--- config.mk ---
export PLATFORM = sky130hd
export DESIGN_NAME = icache_direct_mapped_flat
export DESIGN_NICKNAME = d
export VERILOG_FILES = /design/src/rtl/icache_direct_mapped_pkg.sv /design/src/rtl/icache_direct_mapped_if.sv /design/src/rtl/icache_line_array.sv /design/src/rtl/icache_direct_mapped.sv /design/src/flat_wrapper.sv
export SDC_FILE = /design/constraint.sdc
export NUM_CORES = 1
export LEC_CHECK = 0
export CAP_MARGIN = 20
export CORE_UTILIZATION = 40
export DETAILED_ROUTE_END_ITERATION = 10
export GPL_TIMING_DRIVEN = 0
export PLACE_DENSITY = 0.69
export SLEW_MARGIN = 0
export SYNTH_ARGS = -nofsm -noshare
export SYNTH_HDL_FRONTEND = slang
export SYNTH_SLANG_ARGS = --single-unit
--- constraint.sdc ---
create_clock -name clk -period 16.3 [get_ports clk]
set_clock_uncertainty 0.15 [all_clocks]
set_input_delay 2.445 -clock clk [delete_from_list [all_inputs] [get_ports clk]]
set_output_delay 2.445 -clock clk [all_outputs]
set_load 0.05 [all_outputs]
--- src/rtl/icache_direct_mapped_pkg.sv ---
// Shared widths and controller state encoding for the direct-mapped instruction cache.
package icache_direct_mapped_pkg;
  localparam int LINE_W         = 128;
  localparam int WORD_W         = 32;
  localparam int MEM_ADDR_W     = 28;
  localparam int PROC_ADDR_W    = 30;
  localparam int WORDS_PER_LINE = LINE_W / WORD_W;

  typedef enum logic {
    COMPARE  = 1'b0,
    ALLOCATE = 1'b1
  } state_t;
endpackage

--- src/rtl/icache_direct_mapped_if.sv ---
// Fetch-side and memory-side signals of the instruction cache bundled as one bus.
interface icache_direct_mapped_if;
  import icache_direct_mapped_pkg::*;

  logic                   proc_read;
  logic                   proc_write;
  logic [PROC_ADDR_W-1:0] proc_addr;
  logic [WORD_W-1:0]      proc_wdata;
  logic [WORD_W-1:0]      proc_rdata;
  logic                   proc_stall;
  logic                   mem_read;
  logic                   mem_write;
  logic [MEM_ADDR_W-1:0]  mem_addr;
  logic [LINE_W-1:0]      mem_rdata;
  logic [LINE_W-1:0]      mem_wdata;
  logic                   mem_ready;

  modport master (
    output proc_read, proc_write, proc_addr, proc_wdata, mem_rdata, mem_ready,
    input  proc_rdata, proc_stall, mem_read, mem_write, mem_addr, mem_wdata
  );

  modport slave (
    input  proc_read, proc_write, proc_addr, proc_wdata, mem_rdata, mem_ready,
    output proc_rdata, proc_stall, mem_read, mem_write, mem_addr, mem_wdata
  );
endinterface

--- src/rtl/icache_line_array.sv ---
// Tag/valid/data storage: one synchronous write port, one combinational read port.
module icache_line_array
  import icache_direct_mapped_pkg::*;
#(
  parameter int NUM_BLOCKS = 8,
  parameter int INDEX_W    = 3,
  parameter int TAG_W      = 25
) (
  input  logic               clk,
  input  logic               rst,
  input  logic               wr_en,
  input  logic [INDEX_W-1:0] wr_index,
  input  logic [TAG_W-1:0]   wr_tag,
  input  logic [LINE_W-1:0]  wr_line,
  input  logic [INDEX_W-1:0] rd_index,
  output logic               rd_valid,
  output logic [TAG_W-1:0]   rd_tag,
  output logic [LINE_W-1:0]  rd_line
);
  logic [NUM_BLOCKS-1:0] valid;
  logic [TAG_W-1:0]      tags  [NUM_BLOCKS];
  logic [LINE_W-1:0]     lines [NUM_BLOCKS];

  // Only the valid bits are reset; stale tags/data are unreachable once invalid.
  always_ff @(posedge clk) begin
    if (rst) begin
      valid <= '0;
    end else if (wr_en) begin
      valid[wr_index] <= 1'b1;
    end
  end

  always_ff @(posedge clk) begin
    if (wr_en) begin
      tags[wr_index]  <= wr_tag;
      lines[wr_index] <= wr_line;
    end
  end

  assign rd_valid = valid[rd_index];
  assign rd_tag   = tags[rd_index];
  assign rd_line  = lines[rd_index];
endmodule

--- src/rtl/icache_direct_mapped.sv ---
// Read-only direct-mapped I-cache: zero-latency hits, one 128-bit line refill per miss.
module icache_direct_mapped
  import icache_direct_mapped_pkg::*;
#(
  parameter int NUM_BLOCKS = 8,
  parameter int INDEX_W    = $clog2(NUM_BLOCKS),
  parameter int TAG_W      = 28 - INDEX_W
) (
  input logic                  clk,
  input logic                  rst,
  icache_direct_mapped_if.slave bus
);
  state_t                  state;
  logic                    mem_read_q;
  logic [MEM_ADDR_W-1:0]   line_addr;

  logic [INDEX_W-1:0]      req_index;
  logic [TAG_W-1:0]        req_tag;
  logic [INDEX_W-1:0]      fill_index;
  logic [TAG_W-1:0]        fill_tag;
  logic                    rd_valid;
  logic [TAG_W-1:0]        rd_tag;
  logic [LINE_W-1:0]       rd_line;
  logic                    hit;
  logic                    fill_en;
  logic                    unused_inputs;

  assign req_index  = bus.proc_addr[INDEX_W+1:2];
  assign req_tag    = bus.proc_addr[PROC_ADDR_W-1:INDEX_W+2];
  assign fill_index = line_addr[INDEX_W-1:0];
  assign fill_tag   = line_addr[MEM_ADDR_W-1:INDEX_W];

  // The fill is driven from the latched line address, never the live proc_addr.
  assign fill_en = (state == ALLOCATE) && bus.mem_ready && !rst;

  icache_line_array #(
    .NUM_BLOCKS (NUM_BLOCKS),
    .INDEX_W    (INDEX_W),
    .TAG_W      (TAG_W)
  ) u_lines (
    .clk      (clk),
    .rst      (rst),
    .wr_en    (fill_en),
    .wr_index (fill_index),
    .wr_tag   (fill_tag),
    .wr_line  (bus.mem_rdata),
    .rd_index (req_index),
    .rd_valid (rd_valid),
    .rd_tag   (rd_tag),
    .rd_line  (rd_line)
  );

  assign hit = (state == COMPARE) && rd_valid && (rd_tag == req_tag);

  always_ff @(posedge clk) begin
    if (rst) begin
      state      <= COMPARE;
      mem_read_q <= 1'b0;
    end else begin
      case (state)
        COMPARE: begin
          if (bus.proc_read && !hit) begin
            line_addr  <= bus.proc_addr[PROC_ADDR_W-1:2];
            mem_read_q <= 1'b1;
            state      <= ALLOCATE;
          end
        end
        ALLOCATE: begin
          if (bus.mem_ready) begin
            mem_read_q <= 1'b0;
            state      <= COMPARE;
          end
        end
        default: begin
          mem_read_q <= 1'b0;
          state      <= COMPARE;
        end
      endcase
    end
  end

  assign bus.proc_rdata = rd_line[{bus.proc_addr[1:0], 5'b0} +: WORD_W];
  assign bus.proc_stall = (state == ALLOCATE) || (bus.proc_read && !hit);
  assign bus.mem_read   = mem_read_q;
  assign bus.mem_write  = 1'b0;
  assign bus.mem_wdata  = '0;
  assign bus.mem_addr   = (state == ALLOCATE) ? line_addr
                                              : bus.proc_addr[PROC_ADDR_W-1:2];

  // Write-side fetch inputs have no function in a read-only cache.
  assign unused_inputs = ^{bus.proc_write, bus.proc_wdata};
endmodule

--- src/flat_wrapper.sv ---
// flat-port wrapper written by rule: the top's interface ports become plain ports
module icache_direct_mapped_flat import icache_direct_mapped_pkg::*;
#(
  parameter int NUM_BLOCKS = 8,
  parameter int INDEX_W    = $clog2(NUM_BLOCKS),
  parameter int TAG_W      = 28 - INDEX_W
)
  (clk, rst, bus_proc_read, bus_proc_write, bus_proc_addr, bus_proc_wdata, bus_mem_rdata, bus_mem_ready, bus_proc_rdata, bus_proc_stall, bus_mem_read, bus_mem_write, bus_mem_addr, bus_mem_wdata);
  icache_direct_mapped_if bus_i ();
  input logic clk;
  input logic rst;
  input wire logic [$bits(bus_i.proc_read)-1:0] bus_proc_read;
  input wire logic [$bits(bus_i.proc_write)-1:0] bus_proc_write;
  input wire logic [$bits(bus_i.proc_addr)-1:0] bus_proc_addr;
  input wire logic [$bits(bus_i.proc_wdata)-1:0] bus_proc_wdata;
  input wire logic [$bits(bus_i.mem_rdata)-1:0] bus_mem_rdata;
  input wire logic [$bits(bus_i.mem_ready)-1:0] bus_mem_ready;
  output wire logic [$bits(bus_i.proc_rdata)-1:0] bus_proc_rdata;
  output wire logic [$bits(bus_i.proc_stall)-1:0] bus_proc_stall;
  output wire logic [$bits(bus_i.mem_read)-1:0] bus_mem_read;
  output wire logic [$bits(bus_i.mem_write)-1:0] bus_mem_write;
  output wire logic [$bits(bus_i.mem_addr)-1:0] bus_mem_addr;
  output wire logic [$bits(bus_i.mem_wdata)-1:0] bus_mem_wdata;
  assign bus_i.proc_read = bus_proc_read;
  assign bus_i.proc_write = bus_proc_write;
  assign bus_i.proc_addr = bus_proc_addr;
  assign bus_i.proc_wdata = bus_proc_wdata;
  assign bus_i.mem_rdata = bus_mem_rdata;
  assign bus_i.mem_ready = bus_mem_ready;
  assign bus_proc_rdata = bus_i.proc_rdata;
  assign bus_proc_stall = bus_i.proc_stall;
  assign bus_mem_read = bus_i.mem_read;
  assign bus_mem_write = bus_i.mem_write;
  assign bus_mem_addr = bus_i.mem_addr;
  assign bus_mem_wdata = bus_i.mem_wdata;
  icache_direct_mapped #(.NUM_BLOCKS(NUM_BLOCKS), .INDEX_W(INDEX_W), .TAG_W(TAG_W)) u_core (.clk(clk), .rst(rst), .bus(bus_i));
endmodule
## After elaboration in Yosys (flattened, before gate mapping)

Memories as Yosys holds them, arrays and structs flattened.
Cells that the tools add are included.

| word-level totals | value |
|---|---|
| register bits after elaboration | 38 |
| memories kept | 2 |
| input bits | 195 |
| bits in latches | 0 |
| output and inout port bits | 191 |
| word-level logic and storage cells | 40 |
| ROM bits | 0 |
| RAM bits | 1,224 |

Memories:

| name | words | width | read ports | clocked after Yosys merged registers in | wr ports | RTL line | text |
|---|---|---|---|---|---|---|---|
| u_core.u_lines.lines | 8 | 128 | 1 | 0 | 1 | icache_line_array.sv:22 | `logic [LINE_W-1:0] lines [NUM_BLOCKS];` |
| u_core.u_lines.tags | 8 | 25 | 1 | 0 | 1 | icache_line_array.sv:21 | `logic [TAG_W-1:0] tags [NUM_BLOCKS];` |

| operators by class | value |
|---|---|
| shifts and indexed selects | 1 |
| order comparisons | 3 |
| multiply operators | 0 |
| add/sub/neg operators | 0 |
| bitwise gates (word level) | 3 |
| mux-type cells | 13 |
| equal/unequal tests | 3 |
| divide/modulo/power cells | 0 |
| reductions and logical operators | 11 |

Operators with widths:

| kind | number |
|---|---|
| 128-bit by 8-bit variable part select with 32-bit output | 1 |
| 28-bit 2-to-1 mux | 1 |
| 25-bit == test | 1 |
| 3-bit by 4-bit less-than comparator with 1-bit output (second input constant) | 2 |
| 1-bit 2-to-1 mux | 8 |
| 8-bit OR | 1 |
| 1-bit logical AND | 6 |
| 2-bit inequality test (second input constant) | 2 |
| 1-bit case mux with 2 select lines | 2 |
| 1-bit binary-select mux with 3-bit select | 1 |
| 1-bit demux with 3-bit select | 1 |
| 3-bit by 1-bit greater-or-equal comparator with 1-bit output (second input constant) | 1 |
| 3-bit AND reduction | 1 |
| 1-bit logical NOT | 2 |
| 1-bit NOT | 2 |
| 2-bit AND reduction | 1 |
| 1-bit logical OR | 1 |

## Logic depth before layout (Yosys ltp)

| depth | value |
|---|---|
| depth after elaboration | 8 |
| gate-level depth with buffers | 11 |
| depth with buffers taken out | 7 |

## Cells and area by module

Synthesis repeated with hierarchy kept, for this count alone.

| unflattened totals | value |
|---|---|
| cell total of the unflattened synthesis | 2,092 |
| area total of the unflattened synthesis | 49,620.1 sq um |

By module, submodules not included:

| module | instances | area an instance (sq um) | cells an instance | seq. area each (sq um) |
|---|---|---|---|---|
| icache_line_array | 1 | 46,251.9 | 1,813 | 36,915.4 |
| icache_direct_mapped | 1 | 3,368.2 | 279 | 880.8 |

## Worst setup path before layout

Ideal clock, no wire load.

| path | value |
|---|---|
| kind | input -> register |
| start | input bus_mem_ready |
| end | memory u_core.u_lines.lines[0][0], enable pin |
| buffers on the path | 0 |
| arrival | 13.247 ns |
| stages on the path | 3 |
| library setup time | 0.855 ns |
| path slack | 2.048 ns |
| data required time | 15.295 ns |
| cells stage by stage | nand2_1 > or3_1 > nor3_1 |

| between the ends | value |
|---|---|
| word-level cells in the longest chain between the ends | 4 |

RTL lines:

| what | RTL line | text |
|---|---|---|
| start, declared | flat_wrapper.sv:17 | `input wire logic [$bits(bus_i.mem_ready)-1:0] bus_mem_ready;` |
| 1-bit logical AND (2 in a row) | icache_direct_mapped.sv:34 | `assign fill_en = (state == ALLOCATE) && bus.mem_ready && !rst;` |
| 1-bit 2-to-1 mux | icache_line_array.sv:34 | `if (wr_en) begin` |
| 1-bit 2-to-1 mux (implied by the code) | icache_line_array.sv:36 | `lines[wr_index] <= wr_line;` |
| end, declared | icache_line_array.sv:22 |  |

No other way between the ends.

## Final worst setup path

| path | value |
|---|---|
| start | input bus_proc_addr[3] |
| end | output bus_proc_rdata[18] |

| between the ends | value |
|---|---|
| word-level cells in the longest chain between the ends | 2 |

RTL lines:

| what | RTL line | text |
|---|---|---|
| start, declared | flat_wrapper.sv:14 | `input wire logic [$bits(bus_i.proc_addr)-1:0] bus_proc_addr;` |
| memory 8 x 128 bit | - |  |
| 128-bit by 8-bit variable part select with 32-bit output | icache_direct_mapped.sv:82 | `assign bus.proc_rdata = rd_line[{bus.proc_addr[1:0], 5'b0} +: WORD_W];` |
| end, declared | flat_wrapper.sv:18 | `output wire logic [$bits(bus_i.proc_rdata)-1:0] bus_proc_rdata;` |

No other way between the ends.

==> reports/qor.yml <==
sta:
  fmax_mhz: 106
  fin_crit_ns: 9.42
  finalCritPeriodShare: 0.578
  whs_ns: 0.329
  finalMaxSlewViolations: 0
  finalHoldViolations: 0
  relSlewSlack: 0.290
  setup_viol: 0
  rsz0062_at_grt: "false"
  worst_pin_slew_ns: 1.06
drt:
  wire_per_inst_um: 27.3
  drt-vias-per-instance: 5.34
  drt_wl_total_um: 120000
  dr.pass1.iters: 5
  vias: 23553
  antenna_left: 0
  drcViolationCount: 0
  drtIter0Drc: 2323
worst_setup_path:
  critPathMaxFanout: 10
  reg2reg_slack_ns: 13.16
  arrival_ns: 6.82
  worstSetupPathType: "primary input to output port"
  r2r_end: "u_core.u_lines.lines[0][93]$_DFFE_PP_"
  r2r_start: "u_core.state$_SDFF_PP0_"
  cp.required_ns: 13.71
  end_kind: "output port"
  startpoint_type: "primary input"
  ff2ff_path_depth: 9
logic_synthesis:
  synthesis.area_sq_um: 49300
  synth-seq-cells: 1262
  ys_warn_count: 0
  synthCells: 2112
  ys_types: 45
  ys_seq_area_frac: 0.766
  syn_avg_cell_area_sq_um: 23.4
grt:
  grt_pass1_wl_um: 171000
  antenna_found_initial: 39
  grt_overflow: 0
  grt_pass1_vias: 23950
  grt_max_degree: 25
  track_usage: 0.191
floorplan:
  chipWidth_um: 353
  coreArea_sq_um: 122000
  start_util: 0.404
  rows: 128
  dieArea_sq_um: 125000
  pin_count: 386
  die_h_um: 353
final_layout:
  drive_gt1_frac: 0.315
  fin_nets: 2865
  fin_util: 0.486
  mostFrequentLayoutCell: "edfxtp_1"
  fin_cells: 4407
  final_cell_mix: "edfxtp_1, mux4_2, clkdlybuf4s50_1"
  area_delta_synth_final_pct: 20.4
clocking:
  cts_tree: "built"
  post_cts_buffers: 0
  clk_latency_ns: 0.70
  cts_buffer_depth: 3
  numCtsBuffers: 116
  cts.sinks: 1262
  h-tree-depth: 3
  cts-root-buf: "clkbuf_16"
  cts.clk_slew.worst_paths_ns: 0.06
  hold_buffers: 0
  cts_resized: 0
hold_path:
  hp-class: "flip-flop to flip-flop"
  min_to: "u_core.u_lines.valid[3]$_SDFFE_PP0P_"
  hp-start: "u_core.u_lines.valid[3]$_SDFFE_PP0P_"
  worstHoldPathCells: 2
flow_run:
  cap_violations: 0
power:
  power.density_nw_per_um2: 114
  total_leakage_power_uw: 0.0193
  vdd_drop_max_uv: 82.0
outcome:
  status: "finished clean"
place:
  portBuffers: 221
  gp_congestion: 0.766
  dp_cells: 4177
  dpl.hpwl_um: 81600
-- final cells by class --
cell class                 count  area, sq um
buffer                       228         1520
multi-input combinational    748        10500
tap                         1625         2030
antenna                       13         32.5
inverter                       2         7.51
clock buffer                 147         3050
timing repair buffer         312         3760
fill                        9632        62700
clock inverter                70          629
sequential                  1262        37800
-- sequential cells by signal, indices dropped and copies added (netlist names) --
signal and cells:
u_core.bus.mem_read 1, u_core.line_addr 28, u_core.state 1, u_core.u_lines.lines 1024, u_core.u_lines.tags 200, u_core.u_lines.valid 8
-- kinds of logic (layout without fill, tap and decap cells) --
family / after synthesis / count (layout) / share of synthesized area
flops: 1262 / 1262 / 0.766
simple gates: 90 / 90 / 0.00967
other cells: 1 / 142 / 0.0000760
buf+inv: 230 / 759 / 0.0309
xor+xnor: 11 / 11 / 0.00195
compound gates: 54 / 54 / 0.00827
mux: 464 / 464 / 0.183
-- per-layer routing --
metal	GRT usage	wire, um	up-vias
li1	-	-	9863
met2	0.321	60700	1062
met5	0	299	-
met3	0.0429	10700	193
met4	0.0531	2380	46
met1	0.250	46100	12389
-- synth_stat cells, drive strengths merged --
cell type	n	area share
nor2	29	0.0022
a211oi	8	0.0012
a21boi	2	0.00030
o22ai	3	0.00038
nor4b	2	0.00036
edfxtp	1252	0.76
nand3	2	0.00020
o31a	4	0.00071
inv	2	0.00015
nor4	7	0.0010
o21ai	2	0.00020
and2b	2	0.00030
a22oi	10	0.0015
nand2	10	0.00076
dfxtp	10	0.0041
nand2b	8	0.0010
or3	2	0.00025
a221oi	6	0.0011
a21o	2	0.00030
o22a	2	0.00036
clkbuf	16	0.0012
mux2	69	0.016
a2bb2oi	1	0.00018
and2	3	0.00038
o32ai	1	0.00018
a21oi	6	0.00061
buf	212	0.030
conb	1	0.000076
nand4	4	0.00051
nor3	3	0.00030
nor2b	9	0.0011
a22o	7	0.0012
mux4	340	0.16
nand3b	3	0.00046
xnor2	11	0.0020
mux2i	55	0.011
and3	6	0.00076
-- critical path, stage by stage --
cell	delay, ns
clkdlybuf4s50_1	0.50
buf_6	0.17
buf_8	0.17
buf_4	0.23
clkbuf_1	0.70
buf_2	0.61
mux4_2	0.40
mux4_2	0.52
mux2_2	0.32
clkdlybuf4s50_1	0.71
-- how the worst max path moves through the flow --
stage / from / endpoint / slack, ns / depth (start not counted)
6_report: bus_proc_addr[3] / bus_proc_rdata[18] / 6.88 / 10
5_1_grt: bus_proc_addr[3] / bus_proc_rdata[19] / 6.83 / 10
4_1_cts: bus_proc_addr[3] / bus_proc_rdata[17] / 6.89 / 10
3_5_place_dp: bus_proc_addr[3] / bus_proc_rdata[17] / 6.90 / 10
3_3_place_gp: bus_mem_ready / u_core.u_lines.lines[0][68]$_DFFE_PP_ / -10.94 / 4
2_1_floorplan: bus_mem_ready / u_core.u_lines.lines[0][0]$_DFFE_PP_ / 2.05 / 3
-- power breakdown --
group	total, uW	internal [uW]	switching (uW)	leakage (uW)
sequential	3590	3580	9.33	0.0114
clock	2630	1470	1160	0.00180
combinational	536	213	323	0.00615
-- metrics by stage --
stage	TNS, ns	total power, uW	worst slack, ns	instance area (sq um)
after global placement	-5127.51	4190	-10.94	54000
after detailed placement	0	4200	6.90	55700
final	0	6760	6.88	59400
after floorplan	0	4000	2.05	49800
after CTS	0	6800	6.89	59300
after global routing	0	6940	6.83	59300
(Power assumes the default switching activity.)
